<file path="src/rtl/tdm_demux.sv">
`default_nettype none
// +----------------------------------------------------------------------------+
// | Module   : tdm_demux                                                       |
// | Purpose  : Time-division 1-to-4 lane demultiplexer. Collects a repeating   |
// |            lane 0..3 sample stream (lane 0 marked by sof) into a shadow    |
// |            register and presents each complete frame as one registered     |
// |            4-lane word with a valid/ready handshake.                       |
// | Ports    : clk, rst_n          - clock, asynchronous active-low reset      |
// |            in_valid/in_ready   - input beat handshake                      |
// |            in_data, sof        - lane sample, start-of-frame qualifier     |
// |            sel                 - lane the next accepted beat will fill     |
// |            data_out            - lane i at [i*WIDTH +: WIDTH]              |
// |            out_valid/out_ready - output word handshake                     |
// |            frame_err           - one-cycle pulse on framing violation      |
// |            parity_err          - one-cycle pulse on parity mismatch        |
// | Options  : TDM_DEMUX_PARITY_EN - adds a fifth, even-parity beat per frame  |
// |            checked before the word is delivered; otherwise parity_err = 0. |
// | Revision : 1.0 - initial release                                           |
// +----------------------------------------------------------------------------+
module tdm_demux #(
  parameter int WIDTH = 1
) (
  input  logic               clk,
  input  logic               rst_n,
  input  logic               in_valid,
  input  logic [WIDTH-1:0]   in_data,
  input  logic               sof,
  output logic               in_ready,
  output logic [1:0]         sel,
  output logic [4*WIDTH-1:0] data_out,
  output logic               out_valid,
  input  logic               out_ready,
  output logic               frame_err,
  output logic               parity_err
);

  localparam logic [1:0] c_LANE_LAST = 2'd3;

  typedef enum logic [1:0] {
    S_IDLE    = 2'd0,
    S_COLLECT = 2'd1,
    S_HOLD    = 2'd2
`ifdef TDM_DEMUX_PARITY_EN
    , S_PARITY = 2'd3
`endif
  } state_t;

  state_t               r_state;
  logic [1:0]           r_sel;
  logic [4*WIDTH-1:0]   r_shadow;
  logic [4*WIDTH-1:0]   r_data_out;
  logic                 r_out_valid;
  logic                 r_frame_err;

  state_t               w_state_nxt;
  logic [1:0]           w_sel_nxt;
  logic [4*WIDTH-1:0]   w_shadow_nxt;
  logic [4*WIDTH-1:0]   w_data_out_nxt;
  logic                 w_out_valid_nxt;
  logic                 w_frame_err_nxt;
  logic                 w_in_ready;
  logic                 w_accept;
  logic [4*WIDTH-1:0]   w_shadow_lane;  // shadow with in_data placed at lane r_sel
  logic [4*WIDTH-1:0]   w_shadow_sof;   // shadow with in_data placed at lane 0

`ifdef TDM_DEMUX_PARITY_EN
  logic                 r_parity_err;
  logic                 w_parity_err_nxt;
`endif

  // Only HOLD can stall the input; it accepts exactly when the held word leaves.
  assign w_in_ready = (r_state == S_HOLD) ? out_ready : 1'b1;
  assign w_accept   = in_valid && w_in_ready;

  assign w_shadow_sof = {r_shadow[4*WIDTH-1:WIDTH], in_data};

  always_comb begin
    w_shadow_lane = r_shadow;
    for (int i = 0; i < 4; i++) begin
      if (r_sel == 2'(i)) begin
        w_shadow_lane[i*WIDTH +: WIDTH] = in_data;
      end
    end
  end

  always_comb begin
    w_state_nxt      = r_state;
    w_sel_nxt        = r_sel;
    w_shadow_nxt     = r_shadow;
    w_data_out_nxt   = r_data_out;
    w_out_valid_nxt  = r_out_valid;
    w_frame_err_nxt  = 1'b0;
`ifdef TDM_DEMUX_PARITY_EN
    w_parity_err_nxt = 1'b0;
`endif
    case (r_state)
      S_IDLE: begin
        // Beats without sof are swallowed until a frame start arrives.
        if (w_accept && sof) begin
          w_shadow_nxt = w_shadow_sof;
          w_sel_nxt    = 2'd1;
          w_state_nxt  = S_COLLECT;
        end
      end
      S_COLLECT: begin
        if (w_accept) begin
          if (sof) begin
            // Restart: partial frame abandoned, this beat is the new lane 0.
            w_frame_err_nxt = 1'b1;
            w_shadow_nxt    = w_shadow_sof;
            w_sel_nxt       = 2'd1;
          end else begin
            w_shadow_nxt = w_shadow_lane;
            if (r_sel == c_LANE_LAST) begin
              w_sel_nxt = 2'd0;
`ifdef TDM_DEMUX_PARITY_EN
              w_state_nxt = S_PARITY;
`else
              w_state_nxt     = S_HOLD;
              w_data_out_nxt  = w_shadow_lane;
              w_out_valid_nxt = 1'b1;
`endif
            end else begin
              w_sel_nxt = r_sel + 2'd1;
            end
          end
        end
      end
`ifdef TDM_DEMUX_PARITY_EN
      S_PARITY: begin
        if (w_accept) begin
          if (sof) begin
            w_frame_err_nxt = 1'b1;
            w_shadow_nxt    = w_shadow_sof;
            w_sel_nxt       = 2'd1;
            w_state_nxt     = S_COLLECT;
          end else begin
            // Even parity: data bits plus parity bit must XOR to zero.
            w_parity_err_nxt = (^r_shadow) ^ in_data[0];
            w_data_out_nxt   = r_shadow;
            w_out_valid_nxt  = 1'b1;
            w_state_nxt      = S_HOLD;
          end
        end
      end
`endif
      S_HOLD: begin
        // out_valid is high throughout HOLD, so out_ready alone is the handshake.
        if (out_ready) begin
          w_out_valid_nxt = 1'b0;
          if (in_valid && sof) begin
            w_shadow_nxt = w_shadow_sof;
            w_sel_nxt    = 2'd1;
            w_state_nxt  = S_COLLECT;
          end else begin
            w_state_nxt = S_IDLE;
          end
        end
      end
      default: begin
        w_state_nxt = S_IDLE;
      end
    endcase
  end

  always_ff @(posedge clk or negedge rst_n) begin
    if (!rst_n) begin
      r_state     <= S_IDLE;
      r_sel       <= 2'd0;
      r_shadow    <= '0;
      r_data_out  <= '0;
      r_out_valid <= 1'b0;
      r_frame_err <= 1'b0;
    end else begin
      r_state     <= w_state_nxt;
      r_sel       <= w_sel_nxt;
      r_shadow    <= w_shadow_nxt;
      r_data_out  <= w_data_out_nxt;
      r_out_valid <= w_out_valid_nxt;
      r_frame_err <= w_frame_err_nxt;
    end
  end

`ifdef TDM_DEMUX_PARITY_EN
  always_ff @(posedge clk or negedge rst_n) begin
    if (!rst_n) begin
      r_parity_err <= 1'b0;
    end else begin
      r_parity_err <= w_parity_err_nxt;
    end
  end

  assign parity_err = r_parity_err;
`else
  assign parity_err = 1'b0;
`endif

  assign in_ready  = w_in_ready;
  assign sel       = r_sel;
  assign data_out  = r_data_out;
  assign out_valid = r_out_valid;
  assign frame_err = r_frame_err;

endmodule
`default_nettype wire

</file>
<file path="config.mk">
export PLATFORM = sky130hd
export DESIGN_NAME = tdm_demux
export DESIGN_NICKNAME = d
export VERILOG_FILES = /design/src/rtl/tdm_demux.sv
export SDC_FILE = /design/constraint.sdc
export NUM_CORES = 1
export LEC_CHECK = 0
export CELL_PAD_IN_SITES_DETAIL_PLACEMENT = 2
export CELL_PAD_IN_SITES_GLOBAL_PLACEMENT = 2
export CORE_MARGIN = 5
export CORE_UTILIZATION = 32
export DETAILED_ROUTE_END_ITERATION = 8
export PLACE_DENSITY = 0.88
export REMOVE_ABC_BUFFERS = 1
export SLEW_MARGIN = 10
export SYNTH_ARGS = -nofsm -noshare
export SYNTH_HDL_FRONTEND = slang
export SYNTH_SLANG_ARGS = --single-unit
</file>
<file path="constraint.sdc">
create_clock -name clk -period 2.6 [get_ports clk]
set_clock_uncertainty 0.1 [all_clocks]
set_input_delay 0.39 -clock clk [delete_from_list [all_inputs] [get_ports clk]]
set_output_delay 0.39 -clock clk [all_outputs]
set_load 0.05 [all_outputs]
</file>
Word-level counts from Yosys, hierarchy flattened
Cells that the tools add are included.
{"block": "totals", "regBits": 14, "word_cells": 66, "inputBits": 6}
{"block": "op_classes", "muxes": 32, "n_eq_ne": 11, "addsub": 1, "n_bitwise": 3, "reduce_logical": 12}
{"operator": "$mux 2", "count": 10}
{"operator": "$reduce_and 5->1", "count": 4}
{"operator": "$mux 1", "count": 16}
{"operator": "$pmux 2 s3", "count": 2}
{"operator": "$pmux 4 s3", "count": 1}
{"operator": "$ne 2x2->1 const B", "count": 5}
{"operator": "$mux 4", "count": 2}
{"operator": "$eq 2x2->1 const B", "count": 3}
{"operator": "$eq 2x1->1 const B", "count": 2}
{"operator": "$logic_not 2->1", "count": 2}
{"operator": "$reduce_and 4->1", "count": 1}
{"operator": "$logic_and 1x1->1", "count": 3}
{"operator": "$not 1->1", "count": 3}
{"operator": "$reduce_bool 3->1", "count": 1}
{"operator": "$add 2x1->2 const B", "count": 1}
{"operator": "$ne 2x1->1 const B", "count": 1}
{"operator": "$pmux 1 s2", "count": 1}
{"operator": "$reduce_bool 2->1", "count": 1}

Longest topological paths before layout
{"block": "depth", "ltp_word": 6, "mapped_depth": 5, "mapped_depth_nobuf": 5}

Worst setup path after synthesis
OpenSTA, ideal clock, no wires.
{"block": "synth_timing", "path_type": "flip-flop to flip-flop", "from": "register r_sel[0], in the netlist sel[0]", "to": "register r_data_out[2], in the netlist data_out[2]", "t_arrival_ns": 1.560, "synth_period_minus_slack_ns": 1.787, "path_stages_with_launch": 5, "path_buffers": 0, "required_time_ns": 2.373, "slack_ns": 0.813, "cell_sequence": "dfrtp_1 -> inv_1 -> ha_1 -> mux2_2 -> mux2_1"}
{"block": "synth_between", "elab_chain_len": 2, "word_cells_on_any_way": 4}
{"item": "start, declared", "line_no": "49", "source": "logic [1:0] r_sel;"}
{"item": "start signal, assigned", "line_no": "176", "source": "r_sel <= w_sel_nxt;"}
{"item": "$eq 2x2->1, on equally long branches", "line_no": "114, 80"}
{"item": "$reduce_and 4->1 (no source line) or $mux 1 (tied branches)"}
{"item": "end signal, assigned", "line_no": "178", "source": "r_data_out <= w_data_out_nxt;"}
{"item": "end, declared", "line_no": "51", "source": "logic [4*WIDTH-1:0] r_data_out;"}
Parallel ways exist; a longest one is shown, timed or not.
A chain may end at the register's enable or synchronous reset.

Worst setup path in the final report
{"block": "layout_timing", "from": "register r_state[1]", "to": "output port in_ready"}
{"block": "layout_between", "elab_chain_len": 2}
{"item": "start, declared", "line_no": "48", "source": "state_t r_state;"}
{"item": "start signal, assigned", "line_no": "175", "source": "r_state <= w_state_nxt;"}
{"item": "$eq 2x2->1", "line_no": "72", "source": "assign w_in_ready = (r_state == S_HOLD) ? out_ready : 1'b1;"}
{"item": "$mux 1", "line_no": "72"}
{"item": "end, declared", "line_no": "28", "source": "output logic in_ready,"}
Every way passes these cells.

==> impl_results.md <==
* Min Hold Slack at between 300 and 400 ps
* Max_slew headroom at 0.5875
* LEAKAGE at roughly 0.37 nW
* Clock sinks at 13
* Starting Density at 0.3380
* Warnings from Yosys at 0
* Hpwl dp at 1.354 mm
* Aggregate global-route resource usage at 0.1241
* Worst EP required at 2110 ps
* CTS H-Tree Depth at 1
* CP Class: reg -> out
* Total die area at just over 3000 um^2
* Max_cap viols at 0
* Site row count at 16
* Setup Fix Bufs, Post-CTS at 0
* Synth cell types at 22
* Core Region at slightly below 2000 um^2
* Final WS setup at 122.9 ps
* Max Transition Viols Final at 0
* Critical Path AT at about 2000 ps
* Die Span X at approximately 56 um
* Post_cts resized at 0
* Drt total wl at between 1.5 and 2 mm
* Nets at 83
* Register area share after synthesis at 0.4906
* Max Fclk at between 0.4 and 0.5 GHz
* CTS clk-pin slew, worst paths at about 80 ps
* Final GP Congestion at slightly above 0.7
* Most frequent cells in the layout: clkdlybuf4s50_1, dfrtp_1, mux2_1, nand2_1
* Post-DR vias/cell at 5.131
* Largest net degree at the start of global routing at 14
* Finished Cell Area at ~860 um^2
* Initial antenna violation count at 0
* Hold WC Path Type: in -> async
* Tcrit/Tclk final at 0.9527
* Antenna diodes at 0
* Worst Max-Slew Pin Slew at 616.9 ps
* Final setup viols at 0
* Cts hold-fix bufs at 0
* Iteration-0 DRC count of the detailed router at 3
* Deepest clock path buffer count at 2
* Number of synthesized register bits at 13
* Pre-Repair DR Iteration Count at 3
* Min Clock Period, post-route at 2477 ps
* Syn Inst Count at 55
* Antenna viol nets, final at 0
* Crit path capture type: output pin
* CTS Buf Count at 3
* DRC at 0
* Syn Area/Cell at 12.06 um^2
* CP Launch Type: register
* CTS root buf: clkbuf_4
* Status: completed
* Pwr dens at around 1200 nW/um^2
* Grt total ovfl at 0
* Vias in the first global route at approximately 600
* Final Util at 0.4362
* First-pass GRT wire length at between 2 and 3 mm
* Height of the die at 55.52 um
* Commonest non-fill, non-tap cell in the layout: clkdlybuf4s50_1
* Setup TNS Final at 0 ps
* PortBufs at 14
* Share of layout cells above drive strength 1 at 0.1389
* Ports at 16
* Area post-placement at 829.5 um^2
* CTS tree: yes
* Wirelength per Cell at between 15 and 20 um
* Unrepaired setup endpoints after global routing: no
* Synthesized cell area at about 660 um^2
* Clk_lat worst skew at between 200 and 300 ps
* Crit path max fanout at 6
* Dpl ws at 217.9 ps
* Final hold vios at 0
* Synth-to-Final Area Change at 29.06%
* Vias at between 500 and 600
* Worst vdd ir at about 570 uV
## registers in the layout, summed over array words and instances, names as in the netlist
register	cells
data_out	4
frame_err	1
r_state	2
r_shadow	3
out_valid	1
sel	2
## layout make-up
| type | count | area [um^2] |
|---|---|---|
| Multi-Input combinational cell | 37 | 315.3 |
| Sequential cell | 13 | 325.3 |
| Timing Repair Buffer | 14 | 140.1 |
| Fill cell | 221 | 1106 |
| Tap cell | 27 | 33.78 |
| Clock buffer | 4 | 26.28 |
| Inverter | 4 | 15.01 |
## cell usage after synthesis (all sizes together)
cell	count	share of area
a21boi	1	0.011
a21oi	1	0.0075
a221oi	1	0.013
and3	1	0.011
buf	1	0.011
conb	1	0.0057
dfrtp	13	0.49
ha	4	0.075
inv	4	0.023
mux2	11	0.19
mux2i	1	0.015
nand2	5	0.028
nand2b	1	0.0094
nand3	3	0.030
nor3b	2	0.040
o21ai	3	0.023
o22ai	1	0.0094
or3	1	0.0094
## metrics by stage
step | power (mW) | instances
6_report | 1.032 | 99
5_1_grt | 1.101 | 99
4_1_cts | 1.048 | 99
3_5_place_dp | 0.9166 | 95
3_3_place_gp | 0.8781 | 95
2_1_floorplan | 0.7189 | 54
## per-layer routing
metal | up-vias | routed length, um | global-route usage
li1 | 222 | - | -
met4 | 0 | 93 | 0.09722
met3 | 9 | 92 | 0.03263
met5 | - | 0 | 0
met1 | 257 | 687 | 0.1317
met2 | 20 | 886 | 0.2061
## where the power goes
group          internal [mW]  switching (mW)  leakage, nW
clock                 0.0596          0.0694       0.0150
sequential             0.287          0.0658        0.158
combinational          0.217           0.333        0.200
## kinds of logic after synthesis
logic type / count (synthesis) / synth area share
fa+ha+maj: 4 / 0.07547
mux: 12 / 0.2019
compound gates: 7 / 0.06415
flops: 13 / 0.4906
buf+inv: 5 / 0.03396
other cells: 1 / 0.005655
simple gates: 13 / 0.1283
## critical path, stage by stage, from the launching register on
cell and delay [ps]:
dfrtp_1 510, inv_1 100, or3_1 380, clkdlybuf4s50_1 710
## path summary, 6_finish.rpt
check | start | end | slack, ps | cells after the start
max in group asynchronous | rst_n | data_out[0]$_DFFE_PN0P_ | 1620 | 1
max reg2reg | r_state[1]$_DFFE_PN0P_ | data_out[0]$_DFFE_PN0P_ | 840 | 3
min in group clk | data_out[3]$_DFFE_PN0P_ | data_out[3]$_DFFE_PN0P_ | 390 | 1
min | rst_n | data_out[3]$_DFFE_PN0P_ | 390 | 1
max | r_state[1]$_DFFE_PN0P_ | in_ready | 120 | 3
min reg2reg | data_out[3]$_DFFE_PN0P_ | data_out[3]$_DFFE_PN0P_ | 390 | 1
Power figures use the tool's default switching activity.
